File: src/rtl/convertidor_bcd_binario_4_digitos_if.sv
// Handshake and data bundle for the BCD-to-binary converter.
// Optional error_bcd signal exists only when CONV_BCD_VALIDACION_EN is defined.
interface convertidor_bcd_binario_4_digitos_if #(
  parameter int NUM_DIGITOS = 4,
  parameter int ANCHO_BIN   = 14
);
  logic                     inicio;
  logic [4*NUM_DIGITOS-1:0] bcd_entrada;
  logic [ANCHO_BIN-1:0]     dato_binario;
  logic                     ocupado;
  logic                     listo;
`ifdef CONV_BCD_VALIDACION_EN
  logic                     error_bcd;
`endif

  modport master (
    output inicio, bcd_entrada,
    input  dato_binario, ocupado, listo
`ifdef CONV_BCD_VALIDACION_EN
    , input error_bcd
`endif
  );

  modport slave (
    input  inicio, bcd_entrada,
    output dato_binario, ocupado, listo
`ifdef CONV_BCD_VALIDACION_EN
    , output error_bcd
`endif
  );
endinterface

File: src/rtl/convertidor_bcd_binario_4_digitos.sv
// Sequential BCD-to-binary converter (reverse double dabble, one iteration per clock).
// Define CONV_BCD_VALIDACION_EN to flag digits above 9 through error_bcd.
//
// state      | meaning
// REPOSO     | idle, waiting for inicio; loads operands on accept
// CONVIERTE  | one shift-right/subtract-3 iteration per clock, ANCHO_BIN total
module convertidor_bcd_binario_4_digitos #(
  parameter int NUM_DIGITOS = 4,
  parameter int ANCHO_BIN   = 14
) (
  input  logic clk,
  input  logic reset,
  convertidor_bcd_binario_4_digitos_if.slave bus
);
  localparam int ANCHO_BCD = 4 * NUM_DIGITOS;
  localparam int ANCHO_CNT = (ANCHO_BIN > 2) ? $clog2(ANCHO_BIN) : 1;
  localparam logic [ANCHO_CNT-1:0] CNT_ULTIMO = ANCHO_CNT'(ANCHO_BIN - 1);

  typedef enum logic {REPOSO, CONVIERTE} estado_t;

  estado_t              estado_q, estado_d;
  logic [ANCHO_BCD-1:0] reg_bcd_q, reg_bcd_d;
  logic [ANCHO_BIN-1:0] reg_bin_q, reg_bin_d;
  logic [ANCHO_CNT-1:0] cnt_q, cnt_d;
  logic [ANCHO_BIN-1:0] dato_q, dato_d;
  logic                 listo_q, listo_d;
  logic                 ocupado_q, ocupado_d;

  logic [ANCHO_BCD-1:0] bcd_sh, bcd_corr;
  logic [ANCHO_BIN-1:0] bin_sh;
  logic                 ultimo;
  logic                 acepta;

`ifdef CONV_BCD_VALIDACION_EN
  logic invalido_q, invalido_d;
  logic error_q, error_d;
  logic digito_invalido;

  always_comb begin
    digito_invalido = 1'b0;
    for (int i = 0; i < NUM_DIGITOS; i++) begin
      if (bus.bcd_entrada[4*i +: 4] > 4'd9) digito_invalido = 1'b1;
    end
  end
`endif

  assign ultimo = (cnt_q == CNT_ULTIMO);
  assign acepta = (estado_q == REPOSO) && bus.inicio;

  // One iteration: shift the joint register right, then pull each digit >= 8 down by 3.
  always_comb begin
    {bcd_sh, bin_sh} = {reg_bcd_q, reg_bin_q} >> 1;
    bcd_corr = bcd_sh;
    for (int i = 0; i < NUM_DIGITOS; i++) begin
      if (bcd_sh[4*i+3]) bcd_corr[4*i +: 4] = bcd_sh[4*i +: 4] - 4'd3;
    end
  end

  always_ff @(posedge clk or posedge reset) begin
    if (reset) begin
      estado_q   <= REPOSO;
      reg_bcd_q  <= '0;
      reg_bin_q  <= '0;
      cnt_q      <= '0;
      dato_q     <= '0;
      listo_q    <= 1'b0;
      ocupado_q  <= 1'b0;
`ifdef CONV_BCD_VALIDACION_EN
      invalido_q <= 1'b0;
      error_q    <= 1'b0;
`endif
    end else begin
      estado_q   <= estado_d;
      reg_bcd_q  <= reg_bcd_d;
      reg_bin_q  <= reg_bin_d;
      cnt_q      <= cnt_d;
      dato_q     <= dato_d;
      listo_q    <= listo_d;
      ocupado_q  <= ocupado_d;
`ifdef CONV_BCD_VALIDACION_EN
      invalido_q <= invalido_d;
      error_q    <= error_d;
`endif
    end
  end

  always_comb begin
    estado_d = estado_q;
    case (estado_q)
      REPOSO:    if (bus.inicio) estado_d = CONVIERTE;
      CONVIERTE: if (ultimo)     estado_d = REPOSO;
      default:                   estado_d = REPOSO;
    endcase
  end

  always_comb begin
    reg_bcd_d  = reg_bcd_q;
    reg_bin_d  = reg_bin_q;
    cnt_d      = cnt_q;
    dato_d     = dato_q;
    listo_d    = 1'b0;
    ocupado_d  = ocupado_q;
`ifdef CONV_BCD_VALIDACION_EN
    invalido_d = invalido_q;
    error_d    = error_q;
`endif
    if (acepta) begin
      reg_bcd_d  = bus.bcd_entrada;
      reg_bin_d  = '0;
      cnt_d      = '0;
      ocupado_d  = 1'b1;
`ifdef CONV_BCD_VALIDACION_EN
      invalido_d = digito_invalido;
      error_d    = 1'b0;
`endif
    end else if (estado_q == CONVIERTE) begin
      reg_bcd_d = bcd_corr;
      reg_bin_d = bin_sh;
      cnt_d     = cnt_q + ANCHO_CNT'(1);
      if (ultimo) begin
        dato_d    = bin_sh;
        listo_d   = 1'b1;
        ocupado_d = 1'b0;
`ifdef CONV_BCD_VALIDACION_EN
        // Invalid input still takes full latency; result is forced to zero.
        if (invalido_q) dato_d = '0;
        error_d = invalido_q;
`endif
      end
    end
  end

  assign bus.dato_binario = dato_q;
  assign bus.listo        = listo_q;
  assign bus.ocupado      = ocupado_q;
`ifdef CONV_BCD_VALIDACION_EN
  assign bus.error_bcd    = error_q;
`endif

endmodule

File: src/flat_wrapper.sv
// flat-port wrapper written by rule: the top's interface ports become plain ports
module convertidor_bcd_binario_4_digitos_flat 
#(
  parameter int NUM_DIGITOS = 4,
  parameter int ANCHO_BIN   = 14
)
  (clk, reset, bus_inicio, bus_bcd_entrada, bus_dato_binario, bus_ocupado, bus_listo);
  convertidor_bcd_binario_4_digitos_if #(.NUM_DIGITOS(NUM_DIGITOS), .ANCHO_BIN(ANCHO_BIN)) bus_i ();
  input  logic clk;
  input  logic reset;
  input wire logic [$bits(bus_i.inicio)-1:0] bus_inicio;
  input wire logic [$bits(bus_i.bcd_entrada)-1:0] bus_bcd_entrada;
  output wire logic [$bits(bus_i.dato_binario)-1:0] bus_dato_binario;
  output wire logic [$bits(bus_i.ocupado)-1:0] bus_ocupado;
  output wire logic [$bits(bus_i.listo)-1:0] bus_listo;
  assign bus_i.inicio = bus_inicio;
  assign bus_i.bcd_entrada = bus_bcd_entrada;
  assign bus_dato_binario = bus_i.dato_binario;
  assign bus_ocupado = bus_i.ocupado;
  assign bus_listo = bus_i.listo;
  convertidor_bcd_binario_4_digitos #(.NUM_DIGITOS(NUM_DIGITOS), .ANCHO_BIN(ANCHO_BIN)) u_core (.clk(clk), .reset(reset), .bus(bus_i));
endmodule
File: config.mk
export PLATFORM = sky130hd
export DESIGN_NAME = convertidor_bcd_binario_4_digitos_flat
export DESIGN_NICKNAME = d
export VERILOG_FILES = /design/src/rtl/convertidor_bcd_binario_4_digitos_if.sv /design/src/rtl/convertidor_bcd_binario_4_digitos.sv /design/src/flat_wrapper.sv
export SDC_FILE = /design/constraint.sdc
export NUM_CORES = 1
export LEC_CHECK = 0
export ABC_CLOCK_PERIOD_IN_PS = 1530
export CAP_MARGIN = 0
export CORE_MARGIN = 4
export CORE_UTILIZATION = 50
export DETAILED_ROUTE_END_ITERATION = 6
export PLACE_DENSITY = 0.75
export RECOVER_POWER = 25
export SYNTH_ARGS = -nofsm -noshare
export SYNTH_HDL_FRONTEND = slang
export SYNTH_SLANG_ARGS = --single-unit
File: constraint.sdc
create_clock -name clk -period 1.53 [get_ports clk]
set_input_delay 0.2295 -clock clk [delete_from_list [all_inputs] [get_ports clk]]
set_output_delay 0.2295 -clock clk [all_outputs]
set_load 0.005 [all_outputs]
==> results.sh <==
export IMPL_final_nets=292
export IMPL_p_comb_share_pct=34.8
export IMPL_dpl_cell_area_um2=2694
export IMPL_drv_slew=0
export IMPL_critPathBufInv=1
export IMPL_gp_congestion=0.7587
export IMPL_tightest_slew_ps=670.0
export IMPL_critical_path_arrival_ps=1160
export IMPL_cts_path_max_buffers=2
export IMPL_ys_warn_count=0
export IMPL_port_buffers=34
export IMPL_seq_power_share_pct=48.4
export IMPL_antenna_found_initial=0
export IMPL_status="finished, final reports clean"
export IMPL_num_rows=24
export IMPL_cp_top_family="buffers and inverters"
export IMPL_ys_types=25
export IMPL_die_area_um2=5765
export IMPL_ys_top_cells_by_area="dfrtp_1 54%, nand2_1 11%, mux2i_1 5.2%"
export IMPL_yosys_register_bits=50
export IMPL_fp_dieW_um=75.93
export IMPL_synth_seq_area_share_pct=54.23
export IMPL_firstDrtPassIters=4
export IMPL_numCtsBuffers=5
export IMPL_rsz0062_at_grt="no"
export IMPL_async_flop_share_pct=100.0
export IMPL_fin_crit_ps=1393
export IMPL_top_level_ports=35
export IMPL_coreArea_um2=4414
export IMPL_postSynthCellCount=233
export IMPL_synth_area_per_cell_um2=9.902
export IMPL_max_freq_ghz=0.7180
export IMPL_endpoint_kind="output pin"
export IMPL_ys_dominant_reg_cell="dfrtp_1"
export IMPL_tns_ps=0
export IMPL_grt_util_all_layers_pct=15.32
export IMPL_maxCapViolCount=0
export IMPL_syn_nets=257
export IMPL_diodes=0
export IMPL_initial_core_util_pct=52.27
export IMPL_crit_fanout=2
export IMPL_final_cell_area_um2=2779
export IMPL_slowest_delay_ps=500
export IMPL_clkSlewWorstSetupHoldPaths_ps=90
export IMPL_grt_pass1_vias=1583
export IMPL_path_cells="clkdlybuf4s50_1"
export IMPL_max_slew_margin_rel_pct=55.34
export IMPL_syn_cell_area_um2=2307
export IMPL_ant_nets=0
export IMPL_clkPwrFrac_pct=16.8
export IMPL_wl_mm=3.957
export IMPL_drive_gt1_share_pct=6.691
export IMPL_synth_top_cell_by_area="dfrtp_1"
export IMPL_cts_max_level=2
export IMPL_power_leakage_nw=1.305
export IMPL_route_vias_total=1632
export IMPL_vdd_drop_max_uv=880.6
export IMPL_skew_ps=5.984
export IMPL_grt_max_degree=51
export IMPL_cp_slowest_cell="clkdlybuf4s50_1"
export IMPL_hold_class="reg2reg"
export IMPL_clock_latency_ps=310
export IMPL_fin_cells=321
export IMPL_synth_edf_count=0
export IMPL_synthToLayoutAreaGrowth_pct=20.44
export IMPL_worstSetupPathType="reg2out"
export IMPL_cts_sinks=50
export IMPL_drt_iter0_markers=76
export IMPL_synthTopCellsByCount="67 x nand2_1, 50 x dfrtp_1, 23 x o21ai_0"
export IMPL_p_sw_w=0.001654
export IMPL_period_share_pct=91.03
export IMPL_dp_hpwl_mm=2.752
export IMPL_wl_per_cell_um=12.33
export IMPL_swShare_pct=34.40
export IMPL_drc=0
export IMPL_worst_endpoint_required_ps=1300
export IMPL_root_buffer="clkbuf_8"
export IMPL_synth_top_area_share_pct=54.23
export IMPL_p_int_w=0.003154
export IMPL_setup_violations=0
export IMPL_grt_pass1_wl_mm=7.376
export IMPL_power_density_nw_per_um2=1730
export IMPL_vias_per_cell=5.084
export IMPL_dieHeight_um=75.93
export IMPL_dpl_cell_count=313
export IMPL_cts_tree="built"
export IMPL_grt_overflow=0
export IMPL_hold_viol_final=0
export IMPL_crit_path_start_kind="flop"
export IMPL_synthMostInstantiatedCell="nand2_1"
cell type report:
class                   instances  area, µm²
clock buffers                   6      82.58
multi-input cells             166      942.2
well taps                      52      65.06
clock inverters                 2      12.51
flip-flops and latches         50       1251
fillers                       369       1635
inverters                       4      20.02
repair buffers                 41      405.4
worst paths after layout:
path | from | end | slack [ps] | cells after the start
min in group asynchronous | reset | u_core.reg_bcd_q[14]$_DFFE_PP0P_ | 560 | 3
setup reg to reg | u_core.cnt_q[1]$_DFFE_PP0P_ | u_core.bus.dato_binario[13]$_DFFE_PP0P_ | 150 | 6
hold reg to reg | u_core.bus.dato_binario[3]$_DFFE_PP0P_ | u_core.bus.dato_binario[3]$_DFFE_PP0P_ | 480 | 2
setup / recovery | u_core.bus.ocupado$_DFFE_PP0P_ | bus_ocupado | 140 | 1
hold / removal | u_core.bus.dato_binario[3]$_DFFE_PP0P_ | u_core.bus.dato_binario[3]$_DFFE_PP0P_ | 480 | 2
max in group asynchronous | reset | u_core.reg_bcd_q[13]$_DFFE_PP0P_ | 520 | 3
cells by family after synthesis:
family	count (synthesis)	share of synthesized area (%)
compound gates	42	10.30
xor+xnor	7	2.657
fa+ha+maj	5	2.711
buf+inv	17	4.935
flops	50	54.23
mux	12	5.206
simple gates	100	19.96
per-layer routing:
| metal | wire (µm) | global-route usage, % |
|---|---|---|
| met1 | 1815 | 21.11 |
| met2 | 1861 | 23.63 |
| met4 | 68 | 5.872 |
| met3 | 212 | 3.318 |
| met5 | 0 | 0 |
timing repair:
action / CTS / global route
resized for setup: 0 / 1
setup endpoints to repair: 0 / 8
buffers inserted: 0 / 0
hold buffers: 0 / 0
flip-flops by register name, indices dropped and copies added (netlist names):
| register | count |
|---|---|
| u_core.cnt_q | 4 |
| u_core.bus.listo | 1 |
| u_core.bus.dato_binario | 14 |
| u_core.bus.ocupado | 1 |
| u_core.reg_bcd_q | 16 |
| u_core.estado_q | 1 |
| u_core.reg_bin_q | 13 |
worst min-delay path: stages, from the launching register on:
cell and delay, ps:
dfrtp_1 350, nand2_1 50, nand2_1 50
metrics by stage:
| stage | worst slack (ps) | utilization (%) | total power, W | hold slack, ps |
|---|---|---|---|---|
| 3_3_place_gp | 29.52 | 61.03 | 0.003971 | 456.4 |
| 4_1_cts | 113.4 | 63.18 | 0.004866 | 283.2 |
| 2_1_floorplan | 99.33 | - | 0.003395 | 385.8 |
| 6_report | 137.3 | 62.95 | 0.004808 | 477.1 |
| 5_1_grt | 9.706 | 62.95 | 0.005254 | 510.5 |
| 3_5_place_dp | -5.644 | 61.03 | 0.004050 | 462.7 |
layout by cell type (no fill, tap or decap), drive strengths merged, types with 2 or more instances in the layout:
master          n
inv             3
nand2b         14
nor2            5
o21ai          24
ha              5
a211oi          6
nor2b          10
buf             6
clkinv          2
clkdlybuf4s50  33
xor2            4
dfrtp          50
nand2          67
o22ai           2
xnor2           3
clkbuf          7
mux2i          12
a21oi           9
power by group through the flow:
stage               logic, W  registers, W  clock network [W]
finish               0.00167       0.00233           0.000809
global route         0.00195       0.00242           0.000878
CTS                  0.00171       0.00233           0.000825
detailed placement   0.00170       0.00235                  0
global placement     0.00163       0.00234                  0
floorplan            0.00113       0.00226                  0
Note: power is estimated with default switching activity, not from simulation.
